===== config.mk =====
export PLATFORM = sky130hd
export DESIGN_NAME = branch_predictor
export DESIGN_NICKNAME = d
export VERILOG_FILES = /design/src/rtl/bp_pkg.sv /design/src/rtl/bp_sat_counter.sv /design/src/rtl/branch_predictor.sv
export SDC_FILE = /design/constraint.sdc
export NUM_CORES = 2
export LEC_CHECK = 0
export ABC_CLOCK_PERIOD_IN_PS = 8850
export CAP_MARGIN = 25
export CORE_MARGIN = 1.5
export CORE_UTILIZATION = 56
export CTS_CLUSTER_DIAMETER = 120
export DETAILED_ROUTE_END_ITERATION = 16
export PLACE_DENSITY = 0.77
export REMOVE_ABC_BUFFERS = 1
export SYNTH_ARGS = -nofsm -noshare
export SYNTH_HDL_FRONTEND = slang
export SYNTH_SLANG_ARGS = --single-unit

===== constraint.sdc =====
create_clock -name clk -period 8.85 [get_ports clk]
set_input_delay 2.655 -clock clk [delete_from_list [all_inputs] [get_ports clk]]
set_output_delay 2.655 -clock clk [all_outputs]
set_load 0.005 [all_outputs]

===== src/rtl/bp_pkg.sv =====
// Shared definitions for the branch predictor: update-kind encoding,
// per-entry control flags and the weakly-taken counter initialiser.
package bp_pkg;

    // Encoding of upd_kind; the fourth code is reserved and never updates the table.
    localparam logic [1:0] KIND_BR   = 2'd0;
    localparam logic [1:0] KIND_JAL  = 2'd1;
    localparam logic [1:0] KIND_JALR = 2'd2;

    // BTB entry control part. Tag and target widths depend on the top-level
    // parameters, so they live in parallel arrays beside this struct.
    // The direction counter lives in its own bp_sat_counter instance.
    typedef struct packed {
        logic valid;
        logic is_jal;
    } bp_entry_t;

    // Weakly-taken counter value: MSB set, all other bits clear.
    function automatic int weak_taken_init(input int ctr_bits);
        return 32'sd1 << (ctr_bits - 32'sd1);
    endfunction

endpackage


===== src/rtl/bp_sat_counter.sv =====
// Saturating up/down counter holding one BTB entry's direction state.
// A load has priority over counting; counting stops at 0 and at all-ones.
module bp_sat_counter #(
    parameter int WIDTH = 2
) (
    input  logic             clk,
    input  logic             reset,
    input  logic             load,
    input  logic [WIDTH-1:0] load_val,
    input  logic             inc,
    input  logic             dec,
    output logic [WIDTH-1:0] value
);

    logic [WIDTH-1:0] cnt_r;

    // Counter state: load on allocation, otherwise saturating step.
    always_ff @(posedge clk or negedge reset) begin
        if (!reset) begin
            cnt_r <= '0;
        end else if (load) begin
            cnt_r <= load_val;
        end else if (inc && (cnt_r != {WIDTH{1'b1}})) begin
            cnt_r <= cnt_r + WIDTH'(1'b1);
        end else if (dec && (cnt_r != {WIDTH{1'b0}})) begin
            cnt_r <= cnt_r - WIDTH'(1'b1);
        end
    end

    assign value = cnt_r;

endmodule


===== src/rtl/branch_predictor.sv =====
// Direct-mapped branch target buffer with saturating direction counters.
// Predicts the next fetch PC in IF and resolves/updates in MEM.
// Optional: define BRANCH_PREDICTOR_STATS_EN for lookup/update/mispredict
// statistics counters on stat_* outputs.
module branch_predictor
    import bp_pkg::*;
#(
    parameter int ENTRIES  = 16,
    parameter int XLEN     = 32,
    parameter int CTR_BITS = 2
) (
    input  logic            clk,
    input  logic            reset,
    input  logic [XLEN-1:0] if_pc,
    output logic            pred_hit,
    output logic            pred_taken,
    output logic [XLEN-1:0] pred_next_pc,
    input  logic            upd_valid,
    input  logic [1:0]      upd_kind,
    input  logic [XLEN-1:0] upd_pc,
    input  logic            upd_taken,
    input  logic [XLEN-1:0] upd_target,
    input  logic [XLEN-1:0] upd_pred_next_pc,
    input  logic            bp_flush,
    output logic            redirect,
    output logic [XLEN-1:0] redirect_pc
`ifdef BRANCH_PREDICTOR_STATS_EN
    ,
    output logic [XLEN-1:0] stat_lookups,
    output logic [XLEN-1:0] stat_updates,
    output logic [XLEN-1:0] stat_mispredicts
`endif
);

    localparam int IDX   = $clog2(ENTRIES);
    localparam int TAG_W = XLEN - IDX - 2;
    localparam logic [CTR_BITS-1:0] CTR_INIT = CTR_BITS'(weak_taken_init(CTR_BITS));

    bp_entry_t           meta_r   [ENTRIES];
    logic [TAG_W-1:0]    tag_r    [ENTRIES];
    logic [XLEN-1:0]     target_r [ENTRIES];
    logic [CTR_BITS-1:0] ctr_s    [ENTRIES];

    logic [IDX-1:0]   lk_idx_s;
    logic [TAG_W-1:0] lk_tag_s;
    logic [IDX-1:0]   up_idx_s;
    logic [TAG_W-1:0] up_tag_s;
    logic [XLEN-1:0]  actual_s;
    logic             kind_ok_s;
    logic             up_hit_s;
    logic             up_en_s;
    logic             alloc_s;
    logic             br_hit_s;
    logic             jal_hit_s;

    assign lk_idx_s = if_pc[IDX+1:2];
    assign lk_tag_s = if_pc[XLEN-1:IDX+2];
    assign up_idx_s = upd_pc[IDX+1:2];
    assign up_tag_s = upd_pc[XLEN-1:IDX+2];

    // Fetch-side lookup from registered table contents.
    always_comb begin
        pred_hit   = meta_r[lk_idx_s].valid && (tag_r[lk_idx_s] == lk_tag_s);
        pred_taken = pred_hit && (meta_r[lk_idx_s].is_jal || ctr_s[lk_idx_s][CTR_BITS-1]);
        if (pred_taken) begin
            pred_next_pc = target_r[lk_idx_s];
        end else begin
            pred_next_pc = if_pc + XLEN'(32'd4);
        end
    end

    // Resolution: compare the real next PC with what fetch assumed.
    always_comb begin
        if (upd_taken) begin
            actual_s = upd_target;
        end else begin
            actual_s = upd_pc + XLEN'(32'd4);
        end
        redirect    = upd_valid && (actual_s != upd_pred_next_pc);
        redirect_pc = actual_s;
    end

    // Update decode: only branches and jal train the table; flush drops the update.
    always_comb begin
        kind_ok_s = 1'b0;
        case (upd_kind)
            KIND_BR, KIND_JAL: kind_ok_s = 1'b1;
            KIND_JALR:         kind_ok_s = 1'b0;
            default:           kind_ok_s = 1'b0;
        endcase
        up_hit_s  = meta_r[up_idx_s].valid && (tag_r[up_idx_s] == up_tag_s);
        up_en_s   = upd_valid && kind_ok_s && !bp_flush;
        alloc_s   = up_en_s && !up_hit_s && upd_taken;
        br_hit_s  = up_en_s && up_hit_s && (upd_kind == KIND_BR);
        jal_hit_s = up_en_s && up_hit_s && (upd_kind == KIND_JAL);
    end

    for (genvar g = 0; g < ENTRIES; g++) begin : g_ctr
        logic sel_s;
        assign sel_s = (up_idx_s == IDX'(g));
        bp_sat_counter #(.WIDTH(CTR_BITS)) u_ctr (
            .clk      (clk),
            .reset    (reset),
            .load     (sel_s && alloc_s),
            .load_val (CTR_INIT),
            .inc      (sel_s && br_hit_s && upd_taken),
            .dec      (sel_s && br_hit_s && !upd_taken),
            .value    (ctr_s[g])
        );
    end

    // Table write: flush beats update; allocate on taken miss, retarget on hit.
    always_ff @(posedge clk or negedge reset) begin
        if (!reset) begin
            for (int i = 0; i < ENTRIES; i++) begin
                meta_r[i]   <= '0;
                tag_r[i]    <= '0;
                target_r[i] <= '0;
            end
        end else if (bp_flush) begin
            for (int i = 0; i < ENTRIES; i++) begin
                meta_r[i].valid <= 1'b0;
            end
        end else if (alloc_s) begin
            meta_r[up_idx_s]   <= '{valid: 1'b1, is_jal: (upd_kind == KIND_JAL)};
            tag_r[up_idx_s]    <= up_tag_s;
            target_r[up_idx_s] <= upd_target;
        end else if (jal_hit_s) begin
            meta_r[up_idx_s].is_jal <= 1'b1;
            target_r[up_idx_s]      <= upd_target;
        end else if (br_hit_s && upd_taken) begin
            target_r[up_idx_s] <= upd_target;
        end
    end

`ifdef BRANCH_PREDICTOR_STATS_EN
    logic [XLEN-1:0] stat_lookups_r;
    logic [XLEN-1:0] stat_updates_r;
    logic [XLEN-1:0] stat_mispredicts_r;

    // Saturating event counters; unaffected by bp_flush.
    always_ff @(posedge clk or negedge reset) begin
        if (!reset) begin
            stat_lookups_r     <= '0;
            stat_updates_r     <= '0;
            stat_mispredicts_r <= '0;
        end else begin
            if (pred_hit && (stat_lookups_r != {XLEN{1'b1}})) begin
                stat_lookups_r <= stat_lookups_r + XLEN'(32'd1);
            end
            if (upd_valid && (stat_updates_r != {XLEN{1'b1}})) begin
                stat_updates_r <= stat_updates_r + XLEN'(32'd1);
            end
            if (redirect && (stat_mispredicts_r != {XLEN{1'b1}})) begin
                stat_mispredicts_r <= stat_mispredicts_r + XLEN'(32'd1);
            end
        end
    end

    assign stat_lookups     = stat_lookups_r;
    assign stat_updates     = stat_updates_r;
    assign stat_mispredicts = stat_mispredicts_r;
`endif

endmodule

==> reports/qor.txt <==
================================================================================
Length in cells of the worst reg-to-reg path                                   9
Relative area change from synthesis to final layout                        17.6%
IO Port Bufs                                                                 201
Crit path buffers/inverters                                                    3
Post-synth EDFFs                                                               0
Highest clock frequency the design can meet                              113 MHz
Area of the die                                                       0.0970 mm2
Vias                                                                       38400
Total leakage power                                                      28.1 nW
First drt pass iteration count                                                 7
Endpoint class of the critical path                                  output port
Via count of the first global-routing pass                                 38600
Area occupied by multi-input gates                                    0.0267 mm2
Row cnt                                                                      112
Hold Buf Count CTS                                                             0
Violations in the final reports                                     negative setup slack
Global-route wire length before repair                                    259 mm
Largest net degree at the start of global routing                            170
Count of unique library cells instantiated by Yosys                           77
Launch point of the worst reg-to-reg path                             tag_r[152]
Synth warnings                                                                 0
Min Clock Period, post-route                                             8.88 ns
Worst setup SP type                                                 primary input
Number of hold-slack violations in the final timing report                     0
Fraction of final layout cells sized beyond drive strength 1               43.7%
Routed length per placed instance                                        32.3 um
Clock-pin slew on the worst setup and hold paths                         0.06 ns
DRT antenna net count                                                          0
Slew at the pin closest to its max-slew limit                           0.997 ns
Reg-to-Reg End                                                        tag_r[294]
Total track usage                                                          36.0%
Cts bufs inserted                                                            102
Routability-driven placement congestion ratio                              0.990
Fraction of post-synthesis cell area in the top cell type by area          46.6%
Bufs on Longest Clock Path                                                     3
Overflow after GRT                                                             0
Slowest-stage cell, CP                                                     or4_4
Number of DRC markers after the initial detailed-route iteration            5100
Cell Area, Synth                                                      0.0533 mm2
Synth area leaders                                                  dfrtp_1 (47%), mux2_2 (18%), mux4_2 (15%)
Setup CP Type                                                             in2out
Fill cell count                                                             6452
Seq cells post-synth                                                         992
Clock Skews                                                            0.0670 ns
Mean instance size in the synthesized netlist                           13.8 um2
Top_reg_cell synth                                                       dfrtp_1
Total clock sinks                                                            992
Critical-path cell list                                             clkdlybuf4s50_1 > and4_4 > buf_4 > nand4_1 > or3_4 > xnor2_1 > or3b_2 > a21oi_1 > o21ai_0 > or4_4 > o41a_1 > dlygate4sd2_1
End of the worst hold path                                          target_r[222]
H-tree lvl count                                                               3
Headroom to the max-slew limit                                             33.5%
Number of cells traversed by the worst hold path                               1
Top library cells by usage in the layout, fill and taps aside       dfrtp_1 (992), mux2_2 (842), mux4_2 (365)
Endpoint required time on the critical path                              6.20 ns
Final-layout setup total negative slack                               -0.0350 ns
TritonCTS clock tree                                                        done
Height of the chip                                                        312 um
Count of max-cap constraint violations                                         0
Die span in x                                                             312 um
Final Routed Wirelength                                                   177 mm
Hold WC Path Type                                                        reg2reg
Final Cycle Share                                                           100%
Via density per instance                                                    7.00
CTS Root Buffer Type                                                   clkbuf_16
Total I/O pin count                                                          202
Startpoint of the worst hold path                                   target_r[222]
Final setup violation count                                                    1
Placed cells                                                                5255
Largest incremental delay on the critical path                           0.55 ns
Area of the core region                                               0.0937 mm2
Number of nets in the layout                                                4275
Max-slew violation count                                                       0
Post-route worst setup slack                                          -0.0350 ns
Result of the run                                                   finished, violations left
Maximum net fanout on the critical path                                        2
RSZ-0062 raised after global routing                                        true
Skew-Pair Late Insertion Delay                                           0.72 ns
Placed wire-length estimate                                               113 mm
Power density over cell area                                          185 mW/mm2
Combined flip-flop and latch cell area                                0.0248 mm2
Ys async rst share                                                          100%
Initial antenna violation count                                                8
Most common cell after layout, fill and taps aside                       dfrtp_1
Remaining DRCs                                                                 0
Non-filler cells in the finished layout                                     5476
Cell type group with the largest total delay on the critical path   simple AND/OR/NAND/NOR gates
Starting Density                                                           56.9%
Worst R2R Setup Slack                                                    4.17 ns
Largest vdd supply drop                                                 0.168 mV
Worst endpoint data arrival time                                         6.23 ns
Fraction of the yosys area taken by sequential cells                       46.6%
Gate Count Post-Synth                                                       3859
Cell type with the highest aggregate area in the netlist                 dfrtp_1
================================================================================
[timing repair]
item                                    in CTS  in global routing
pin swaps                                    5                  7
cloned                                       3                  7
gates resized for setup                     34                 70
buffers inserted                             7                 13
endpoints found under the setup margin      33                 31
[final cells by class]
cell class                      instances  share of cell area, %
Multi-Input combinational cell       2444                   42.6
Sequential cell                       992                   39.6
Timing Repair Buffer                  550                   9.08
Clock buffer                          148                   4.80
Tap cell                             1254                   2.50
Clock inverter                         40                   1.08
Inverter                               45                  0.270
Antenna cell                            3                 0.0120
[worst max path at each step]
stage / startpoint / depth (start not counted) / to
2_1_floorplan: if_pc[2] / 7 / pred_next_pc[0]
3_3_place_gp: upd_pc[10] / 12 / redirect
3_5_place_dp: upd_pc[10] / 12 / redirect
4_1_cts: upd_pc[11] / 12 / redirect
5_1_grt: if_pc[2] / 13 / pred_next_pc[29]
6_report: upd_pc[11] / 12 / redirect
[synthesized netlist by cell type (all sizes together) (17+ instances only)]
library cell / instances
a211oi: 24
a21oi: 96
a31oi: 18
and3: 21
buf: 171
clkbuf: 207
dfrtp: 992
inv: 38
mux2: 901
mux2i: 116
mux4: 365
nand2: 125
nand3: 29
nand4: 23
nor2: 82
nor2b: 25
nor3: 34
nor4b: 32
o21ai: 180
o31ai: 17
o41a: 17
or3: 22
xnor2: 81
xor2: 67
[logic make-up after synthesis]
group           share of synthesized area, %
flops                                   46.6
fa+ha+maj                              0.117
buf+inv                                 3.86
compound gates                          5.63
mux                                     36.8
simple gates                            4.50
xor+xnor                                2.47
[through the flow]
step           power (mW)  instance area, um2  utilization, %  hold slack [ns]  worst slack, ns
2_1_floorplan        5.99               51400               -            0.452            -1.66
3_3_place_gp         6.78               58200            62.0            0.463           -0.476
3_5_place_dp         6.84               58200            62.0            0.472           -0.395
4_1_cts              11.5               62100            66.3            0.486          -0.0329
5_1_grt              11.9               62700            66.8            0.497           -0.135
6_report             11.6               62700            66.8            0.486          -0.0350
[metal layers]
| layer | part of all wire, % | GRT usage [%] | routed length (um) |
|---|---|---|---|
| met5 | 0.088 | 0 | 155 |
| met4 | 5.3 | 16.8 | 9410 |
| met3 | 14 | 13.1 | 24100 |
| met2 | 43 | 51.5 | 76900 |
| met1 | 38 | 49.2 | 66500 |
[sequential cells by signal, summed over array words and instances (netlist names)]
| register | flops |
|---|---|
| g_ctr.u_ctr.value | 32 |
| meta_r | 32 |
| tag_r | 416 |
| target_r | 512 |
[power by group]
part	total (mW)	switching, mW	internal (mW)
sequential	5.16	0.255	4.90
combinational	1.70	0.837	0.868
clock	4.72	1.94	2.78
Note: power is estimated with default switching activity, not from simulation.
